## src/rtl/rtr_lookahead_route_class_pkg.sv

```systemverilog
// Shared constants and helpers for the lookahead route generator.
// Port direction encoding, dimension-order selection, width helpers.
package rtr_lookahead_route_class_pkg;

   localparam int DIR_MINUS   = 0;
   localparam int DIR_PLUS    = 1;
   localparam int NBR_PER_DIM = 2;

   typedef enum logic {
      ST_IDLE,
      ST_ACTIVE
   } lar_state_e;

   function automatic int clog2(input int v);
      int r;
      r = 0;
      while ((1 << r) < v) r++;
      return r;
   endfunction

   function automatic int min_w1(input int v);
      return (v < 1) ? 1 : v;
   endfunction

   // Even message classes walk dimensions ascending, odd ones descending.
   function automatic int dim_sel(input int step, input int mc, input int nd);
      return ((mc % 2) == 0) ? step : (nd - 1 - step);
   endfunction

endpackage

```

## src/rtl/rtr_lookahead_route_class_dor_port_select.sv

```systemverilog
// Dimension-order port select for a given router and destination.
// Reports whether the chosen network port turns out of the current dimension.
module rtr_dor_port_select
   import rtr_lookahead_route_class_pkg::*;
#(
   parameter int num_dimensions       = 2,
   parameter int num_routers_per_dim  = 4,
   parameter int num_nodes_per_router = 1,
   localparam int DAW = clog2(num_routers_per_dim),
   localparam int RAW = num_dimensions * DAW,
   localparam int NAW = min_w1(clog2(num_nodes_per_router)),
   localparam int NP  = NBR_PER_DIM * num_dimensions + num_nodes_per_router
) (
   input  logic [RAW-1:0]            cur_addr_i,
   input  logic [RAW-1:0]            dest_addr_i,
   input  logic [NAW-1:0]            dest_node_i,
   input  logic                      mc_odd_i,
   input  logic [num_dimensions-1:0] cur_dim_oh_i,
   output logic [NP-1:0]             port_o,
   output logic                      turn_o
);

   logic           found;
   logic [DAW-1:0] c;
   logic [DAW-1:0] t;
   int             d;

   // First differing dimension in class order picks the port; else eject.
   always_comb begin
      port_o = '0;
      turn_o = 1'b0;
      found  = 1'b0;
      c      = '0;
      t      = '0;
      d      = 0;
      for (int s = 0; s < num_dimensions; s++) begin
         d = dim_sel(s, int'(mc_odd_i), num_dimensions);
         c = cur_addr_i[(num_dimensions-1-d)*DAW +: DAW];
         t = dest_addr_i[(num_dimensions-1-d)*DAW +: DAW];
         if (!found && (c != t)) begin
            found = 1'b1;
            if (t > c) port_o[2*d+DIR_PLUS] = 1'b1;
            else port_o[2*d+DIR_MINUS] = 1'b1;
            turn_o = !cur_dim_oh_i[d];
         end
      end
      if (!found) begin
         for (int n = 0; n < num_nodes_per_router; n++) begin
            if (dest_node_i == NAW'(n))
               port_o[NBR_PER_DIM*num_dimensions+n] = 1'b1;
         end
      end
   end

endmodule

```

## src/rtl/rtr_lookahead_route_class.sv

```systemverilog
// Per-VC lookahead route generator for the class-ordered phased-DOR mesh.
// Computes next-router output port and resource class, held per packet.
module rtr_lookahead_route_class
   import rtr_lookahead_route_class_pkg::*;
#(
   parameter int num_message_classes  = 2,
   parameter int num_resource_classes = 2,
   parameter int num_vcs_per_class    = 1,
   parameter int num_dimensions       = 2,
   parameter int num_routers_per_dim  = 4,
   parameter int num_nodes_per_router = 1,
   parameter int vc_id                = 0,
   localparam int DAW = clog2(num_routers_per_dim),
   localparam int RAW = num_dimensions * DAW,
   localparam int NAW = min_w1(clog2(num_nodes_per_router)),
   localparam int NP  = NBR_PER_DIM * num_dimensions + num_nodes_per_router,
   localparam int NRC = num_resource_classes
) (
   input  logic           clk,
   input  logic           reset,
   input  logic           flit_valid_in,
   input  logic           flit_head_in,
   input  logic           flit_tail_in,
   input  logic [NP-1:0]  route_op_in,
   input  logic [RAW+NAW-1:0] dest_addr_in,
   input  logic [RAW-1:0] router_address,
   output logic           lar_valid_out,
   output logic [NP-1:0]  lar_op_out,
   output logic [NRC-1:0] lar_orc_out,
   output logic           pkt_active_out,
   output logic [1:0]     errors
);

   localparam int NNP    = NBR_PER_DIM * num_dimensions;
   localparam int MC     = (vc_id / (NRC * num_vcs_per_class))
                           % num_message_classes;
   localparam int RC     = (vc_id / num_vcs_per_class) % NRC;
   localparam int RC_NXT = (RC + 1 < NRC) ? RC + 1 : NRC - 1;
   localparam logic [NRC-1:0] RC_OH  = NRC'(1 << RC);
   localparam logic [NRC-1:0] RC_NOH = NRC'(1 << RC_NXT);
   localparam logic MC_ODD = (MC % 2) == 1;

   lar_state_e state_q, state_d;
   logic           valid_q, valid_d;
   logic [NP-1:0]  op_q, op_d;
   logic [NRC-1:0] orc_q, orc_d;
   logic [1:0]     err_q, err_d;
   logic           pkt_q, pkt_d;

   logic [RAW-1:0]            next_addr;
   logic [DAW-1:0]            coord;
   logic [num_dimensions-1:0] cur_dim_oh;
   logic                      step_err;
   logic                      onehot;
   logic                      net_hop;
   logic                      node_hop;
   logic                      route_err;
   logic [NP-1:0]             dor_port;
   logic                      dor_turn;
   logic [NP-1:0]             hd_op;
   logic [NRC-1:0]            hd_orc;

   assign onehot   = (route_op_in != '0) &&
                     ((route_op_in & (route_op_in - NP'(1))) == '0);
   assign net_hop  = |route_op_in[NNP-1:0];
   assign node_hop = |route_op_in[NP-1:NNP];

   // Step this router's coordinates along the selected hop.
   always_comb begin
      next_addr  = router_address;
      step_err   = 1'b0;
      cur_dim_oh = '0;
      coord      = '0;
      for (int d = 0; d < num_dimensions; d++) begin
         coord = router_address[(num_dimensions-1-d)*DAW +: DAW];
         if (route_op_in[2*d+DIR_MINUS]) begin
            cur_dim_oh[d] = 1'b1;
            if (coord == '0) step_err = 1'b1;
            next_addr[(num_dimensions-1-d)*DAW +: DAW] = coord - DAW'(1);
         end
         if (route_op_in[2*d+DIR_PLUS]) begin
            cur_dim_oh[d] = 1'b1;
            if (coord == DAW'(num_routers_per_dim - 1)) step_err = 1'b1;
            next_addr[(num_dimensions-1-d)*DAW +: DAW] = coord + DAW'(1);
         end
      end
   end

   rtr_dor_port_select #(
      .num_dimensions      (num_dimensions),
      .num_routers_per_dim (num_routers_per_dim),
      .num_nodes_per_router(num_nodes_per_router)
   ) u_dor (
      .cur_addr_i  (next_addr),
      .dest_addr_i (dest_addr_in[NAW +: RAW]),
      .dest_node_i (dest_addr_in[NAW-1:0]),
      .mc_odd_i    (MC_ODD),
      .cur_dim_oh_i(cur_dim_oh),
      .port_o      (dor_port),
      .turn_o      (dor_turn)
   );

   assign route_err = !onehot ||
                      (net_hop && (step_err || (dor_port == '0)));

   // Head route result; ejection here or a bad route yields no port.
   always_comb begin
      hd_op  = '0;
      hd_orc = RC_OH;
      if (route_err || node_hop) begin
         hd_op  = '0;
         hd_orc = RC_OH;
      end else begin
         hd_op  = dor_port;
         hd_orc = dor_turn ? RC_NOH : RC_OH;
      end
   end

   // Packet FSM and output next-state.
   always_comb begin
      state_d = state_q;
      valid_d = flit_valid_in;
      op_d    = op_q;
      orc_d   = orc_q;
      err_d   = '0;
      pkt_d   = (state_q == ST_ACTIVE);
      if (flit_valid_in) begin
         if (flit_head_in) begin
            op_d    = hd_op;
            orc_d   = hd_orc;
            err_d   = {route_err, state_q == ST_ACTIVE};
            state_d = flit_tail_in ? ST_IDLE : ST_ACTIVE;
         end else begin
            unique case (state_q)
               ST_ACTIVE: begin
                  if (flit_tail_in) state_d = ST_IDLE;
               end
               ST_IDLE: begin
                  op_d     = '0;
                  orc_d    = '0;
                  err_d[0] = 1'b1;
               end
               default: state_d = ST_IDLE;
            endcase
         end
      end
   end

   // State and registered outputs.
   always_ff @(posedge clk) begin
      if (reset) begin
         state_q <= ST_IDLE;
         valid_q <= 1'b0;
         op_q    <= '0;
         orc_q   <= '0;
         err_q   <= '0;
         pkt_q   <= 1'b0;
      end else begin
         state_q <= state_d;
         valid_q <= valid_d;
         op_q    <= op_d;
         orc_q   <= orc_d;
         err_q   <= err_d;
         pkt_q   <= pkt_d;
      end
   end

   assign lar_valid_out  = valid_q;
   assign lar_op_out     = op_q;
   assign lar_orc_out    = orc_q;
   assign pkt_active_out = pkt_q;
   assign errors         = err_q;

endmodule
```

## config.mk

```make
export PLATFORM = sky130hd
export DESIGN_NAME = rtr_lookahead_route_class
export DESIGN_NICKNAME = d
export VERILOG_FILES = /design/src/rtl/rtr_lookahead_route_class_pkg.sv /design/src/rtl/rtr_lookahead_route_class_dor_port_select.sv /design/src/rtl/rtr_lookahead_route_class.sv
export SDC_FILE = /design/constraint.sdc
export NUM_CORES = 1
export LEC_CHECK = 0
export ABC_AREA = 0
export BUFFER_PORTS_ARGS = -buffer_cell sky130_fd_sc_hd__buf_4
export CAP_MARGIN = 20
export CORE_MARGIN = 2
export CORE_UTILIZATION = 45
export DETAILED_ROUTE_END_ITERATION = 7
export HOLD_SLACK_MARGIN = 0.02
export PLACE_DENSITY_LB_ADDON = 0.08
export SYNTH_ARGS = -nofsm -noshare
export SYNTH_HDL_FRONTEND = slang
export SYNTH_SLANG_ARGS = --single-unit
```

## constraint.sdc

```tcl
create_clock -name clk -period 2.2 [get_ports clk]
set_clock_uncertainty 0.05 [all_clocks]
set_input_delay 0.22 -clock clk [delete_from_list [all_inputs] [get_ports clk]]
set_output_delay 0.22 -clock clk [all_outputs]
set_load 0.03 [all_outputs]
```

==> results of run 1 <==
-- final cells by class --
| class | instances | share of cell area, % |
|---|---|---|
| timing repair buffer | 29 | 20.2 |
| clock buffer | 4 | 3.36 |
| inverter | 8 | 2.78 |
| sequential | 12 | 22.2 |
| tap | 25 | 2.90 |
| multi-input combinational | 68 | 48.6 |
-- per-stage QoR --
| stage | std cells | setup WS, ns | util, % | TNS [ns] |
|---|---|---|---|---|
| floorplan | 89 | 0.253 | - | 0 |
| global placement | 142 | 0.0364 | 61.1 | 0 |
| detailed placement | 142 | -0.0756 | 61.1 | -0.440 |
| CTS | 146 | 0.194 | 63.2 | 0 |
| global route | 146 | 0.0507 | 63.2 | 0 |
| finish | 146 | 0.234 | 63.2 | 0 |
-- layer usage --
metal | vias up | track usage (%)
met5 | - | 0
li1 | 390 | -
met3 | 2 | 3.92
met2 | 24 | 32.2
met1 | 316 | 22.7
met4 | 0 | 5.14
-- power breakdown --
group          internal [mW]  switching (mW)  leakage, nW
combinational         0.0713          0.0891        0.388
sequential             0.223         0.00223       0.0977
clock                  0.100          0.0728       0.0210
-- kinds of logic after synthesis --
| kind of cell | synth area share, % |
|---|---|
| and+or+nand+nor | 25.6 |
| DFF | 29.8 |
| buffers and inverters | 5.12 |
| AOI/OAI and AO/OA | 20.8 |
| xor gates and xnor gates | 2.17 |
| adders and majority gates | 14.0 |
| muxes | 2.48 |
-- critical path: stages --
cell and delay (ns):
buf_4 0.10, inv_1 0.04, ha_1 0.30, nor3b_1 0.22, a221oi_1 0.09, ha_1 0.36, nand4_1 0.15, o211ai_2 0.24
or2_1 0.24, o21ai_1 0.10
-- synthesized netlist by cell type, types with 3 or more instances --
library cell  count
o21ai_1           5
inv_1             8
nand4_1           3
a211oi_1          3
dfxtp_1          12
a21oi_1           4
ha_1              9
nor2_1            5
nor2b_1           4
nand2_1          10
-- sequential cells by signal (all words and copies together), names as in the netlist --
| name | cells |
|---|---|
| errors | 2 |
| lar_op_out | 5 |
| lar_orc_out | 2 |
| lar_valid_out | 1 |
| pkt_active_out | 1 |
| pkt_d | 1 |
-- path summary, 6_finish.rpt --
kind,cells past startpoint,start,slack [ns],to
worst max-delay path,10,router_address[2],0.23,lar_op_out[2]
worst min-delay path,2,flit_tail_in,0.08,pkt_d
worst max register to register,4,pkt_d,0.75,lar_orc_out[1]
worst min register to register,2,lar_op_out[4],0.40,lar_op_out[4]
==> results.py, run 1 <==
metrics = {
    "clock_tree": {
        "cts_tree": "built",
        "insertion_delay_ns": 0.26,
        "cts_buffer_depth": 2,
        "h-tree-depth": 1,
        "numCtsBuffers": 3,
        "postCtsHoldBufs": 0,
        "postCtsResizedCells": 0,
        "post_cts_buffers": 0,
        "cts-root-buf": "clkbuf_4",
        "cts_sinks": 12,
        "clkTransAtPathRegs_ns": 0.08,
    },
    "global_route": {
        "grt_use_total_pct": 18.5,
        "grt_pass1_vias": 676,
        "antenna_found_initial": 0,
        "grt_pass1_wl_mm": 2.82,
        "grt-ovfl-total": 0,
        "grt_max_degree": 9,
    },
    "setup_path": {
        "cp_max_fo": 5,
        "cp_data_arrival_time_ns": 2.07,
        "cp-start-kind": "input pin",
        "crit_required_ns": 2.30,
        "endpoint_kind": "flip-flop",
        "crit_type": "input pin to flip-flop",
    },
    "yosys": {
        "ys_seq_area_share_pct": 29.8,
        "synth_area_leaders": "dfxtp_1, ha_1, nor4b_4",
        "avgSynthCellArea_um2": 9.05,
        "async_flop_share_pct": 0,
        "synth_top_area_share_pct": 29.8,
        "syn_area_um2": 806,
        "synth_top_cell_by_area": "dfxtp_1",
        "syn_nets": 117,
        "yosysUniqueCellTypes": 31,
        "synth.ff_latch_count": 12,
        "ys.warnings.count": 0,
        "postSynthCellCount": 89,
        "ys.flop_type": "dfxtp_1",
        "synth_edf_count": 0,
    },
    "timing": {
        "worst_pin_slew_ns": 0.435,
        "fin_crit_sh_pct": 89.3,
        "fmaxAchievable_ghz": 0.509,
        "max-slew-margin-rel_pct": 71.0,
        "slew_viol_final": 0,
        "whs_ns": 0.0834,
        "rsz0062_at_grt": "no",
        "hold_viol": 0,
        "fin_crit_ns": 1.97,
        "setup-violations-final": 0,
    },
    "final_layout": {
        "n_antenna_cell": 0,
        "multi_input_area_um2": 524,
        "final_common_cell": "buf_4",
        "final_cell_mix": "buf_4, dfxtp_1, nand2_1, ha_1, inv_1",
        "fill_cells": 162,
        "seq_area_um2": 240,
        "fin_area_um2": 1080,
        "drive_above_1_share_pct": 31.4,
        "syn_to_final_growth_pct": 34.0,
        "nets": 150,
    },
    "detailed_routing": {
        "wl_per_cell_um": 12.3,
        "dr.max_layer_used": "met4",
        "met2_wirelength_um": 883,
        "drcViolationCount": 0,
        "via_per_inst": 5.01,
        "met1_length_um": 798,
        "antenna_left": 0,
        "dr.pass1.iters": 4,
        "dr.first_iter.drc_count": 12,
        "drt_wl_total_mm": 1.80,
        "route.met3.wl_um": 105,
        "vias": 732,
    },
    "floorplan": {
        "die_w_um": 46.3,
        "dieArea_um2": 2150,
        "rows": 15,
        "ios": 30,
        "die_h_um": 46.3,
        "start_util_pct": 47.2,
        "core_area_um2": 1710,
    },
    "placed_design": {
        "dp_hpwl_mm": 1.48,
        "io_buffers": 29,
        "dpl_cell_area_um2": 1040,
        "place_congestion": 0.763,
    },
    "status": {
        "status": "finished, final reports clean",
    },
    "power": {
        "powerDensity_nw_per_um2": 517,
        "peakVddDrop_uv": 291,
        "total_power_uw": 559,
        "p_leak_nw": 0.507,
    },
    "job": {
        "maxCapViolCount": 0,
    },
    "hold_path": {
        "holdCritPathClass": "input pin to flip-flop",
    },
}
Note: power is estimated with default switching activity, not from simulation.
==> run 2, diff against run 1 <==
Settings changed: RECOVER_POWER from default to 100.
==> run 2 against run 1 <==
Routed wire length grew 0.50%. Total power is 1.2% lower. Fmax down 0.26%. Non-clock buffer count stayed put. Core utilization fell by 3.3 points. Via count grew 0.96%. Sequential share of layout area grew 1.2 points. Die area unchanged. First-iteration DRC count stayed put. Highest routed layer unchanged.
==> results.py, run 2 (same netlist as run 1, synthesis figures left out) <==
metrics = {
    "detailed_routing": {
        "antenna_left": 0,
        "via_per_inst": 5.06,
        "drcViolationCount": 0,
        "dr.pass1.iters": 6,
        "drt_wl_total_mm": 1.81,
        "dr.first_iter.drc_count": 12,
        "wl_per_cell_um": 12.4,
        "vias": 739,
    },
    "timing": {
        "finalSetupTns_ns": 0,
        "slew_viol_final": 0,
        "fin_crit_ns": 1.97,
        "worst_pin_slew_ns": 0.431,
        "max-slew-margin-rel_pct": 71.2,
        "fin_crit_sh_pct": 89.6,
        "fmaxAchievable_ghz": 0.507,
        "hold_viol": 0,
        "rsz0062_at_grt": "no",
        "setup-violations-final": 0,
    },
    "setup_path": {
        "critical_path_buf_inv_count": 2,
        "cp-start-kind": "input pin",
        "endpoint_kind": "flip-flop",
        "crit_chain": "buf_4, inv_1, ha_1, nor3b_1, a221oi_1, ha_1, nand4_1, o211ai_2, or2_1, o21ai_0",
        "cpPeakStageDelay_ns": 0.36,
        "crit_family": "adder cells",
        "crit_required_ns": 2.30,
        "slowest_stage": "ha_1",
        "cp_max_fo": 5,
        "path_common_cell": "ha_1",
        "crit_type": "input pin to flip-flop",
        "cp_data_arrival_time_ns": 2.07,
    },
    "global_route": {
        "grt-ovfl-total": 0,
        "antenna_found_initial": 0,
        "grt_max_degree": 9,
        "grt_pass1_vias": 676,
        "grt_pass1_wl_mm": 2.82,
        "grt_use_total_pct": 18.5,
    },
    "clock_tree": {
        "cts_tree": "built",
        "clkTransAtPathRegs_ns": 0.08,
        "postCtsHoldBufs": 0,
        "cts_sinks": 12,
        "cts_buffer_depth": 2,
        "h-tree-depth": 1,
        "postCtsResizedCells": 0,
        "numCtsBuffers": 3,
        "post_cts_buffers": 0,
        "cts-root-buf": "clkbuf_4",
        "insertion_delay_ns": 0.27,
    },
    "final_layout": {
        "drive_above_1_share_pct": 20.7,
        "fin_area_um2": 1020,
        "largest_reg_flops": 5,
        "syn_to_final_growth_pct": 27.0,
        "nets": 150,
        "final_common_cell": "buf_4",
        "n_antenna_cell": 0,
        "final_cell_mix": "buf_4, dfxtp_1, clkbuf_1, nand2_1, ha_1",
        "layout.cells.non_filler": 146,
    },
    "power": {
        "p_leak_nw": 0.450,
        "peakVddDrop_uv": 293,
        "switching_share_pct": 29.6,
        "total_power_uw": 552,
        "seqPwrFrac_pct": 40.7,
        "powerDensity_nw_per_um2": 539,
        "p_int_uw": 389,
        "share_comb_of_total_power_pct": 27.8,
        "power.switching_uw": 163,
        "pwr-share-clk_pct": 31.5,
    },
    "floorplan": {
        "core_area_um2": 1710,
        "rows": 15,
        "ios": 30,
        "die_h_um": 46.3,
        "dieArea_um2": 2150,
        "die_w_um": 46.3,
        "start_util_pct": 47.2,
    },
    "placed_design": {
        "dp.cells": 142,
        "dpl_cell_area_um2": 1040,
        "dp_hpwl_mm": 1.48,
        "io_buffers": 29,
        "place_congestion": 0.763,
    },
    "status": {
        "status": "finished, final reports clean",
    },
    "hold_path": {
        "holdCritPathClass": "input pin to flip-flop",
    },
    "job": {
        "maxCapViolCount": 0,
    },
}
[run 2: worst paths after layout]
| kind | start | end | slack (ns) | cells after the start |
|---|---|---|---|---|
| max | router_address[2] | lar_op_out[3] | 0.23 | 10 |
| min | flit_tail_in | pkt_d | 0.08 | 2 |
| max reg2reg | pkt_d | lar_orc_out[1] | 0.77 | 4 |
| min reg2reg | lar_op_out[0] | lar_op_out[0] | 0.40 | 2 |
[run 2: final cells by class]
cell class / instances / area [µm²]
clock buffers: 4 / 36.3
fillers: 175 / 684
inverters: 8 / 30.0
multi-input cells: 68 / 509
flip-flops and latches: 12 / 240
well taps: 25 / 31.3
repair buffers: 29 / 176
[run 2: power by group through the flow]
stage	combinational [mW]	sequential (mW)	clock [mW]
after floorplan	0.0894	0.240	0
after global placement	0.153	0.230	0
after detailed placement	0.159	0.230	0
after CTS	0.161	0.225	0.178
after global routing	0.169	0.226	0.187
final	0.153	0.225	0.174
[run 2: per-stage QoR]
step | hold slack [ns] | util, % | setup slack (ns)
2_1_floorplan | 0.242 | - | 0.253
3_3_place_gp | 0.362 | 61.1 | 0.0364
3_5_place_dp | 0.368 | 61.1 | -0.0756
4_1_cts | 0.0784 | 63.2 | 0.194
5_1_grt | 0.0765 | 59.9 | 0.0310
6_report | 0.0800 | 59.9 | 0.229
[run 2: layer usage]
layer  track usage [%]  share of wire (%)  wire length, µm  up-vias
met1              22.7                 44              796      322
met4              5.14               0.77               14        0
met5                 0                  0                0        -
met2              32.2                 49              883       24
li1                  -                  -                -      391
met3              3.92                6.5              117        2
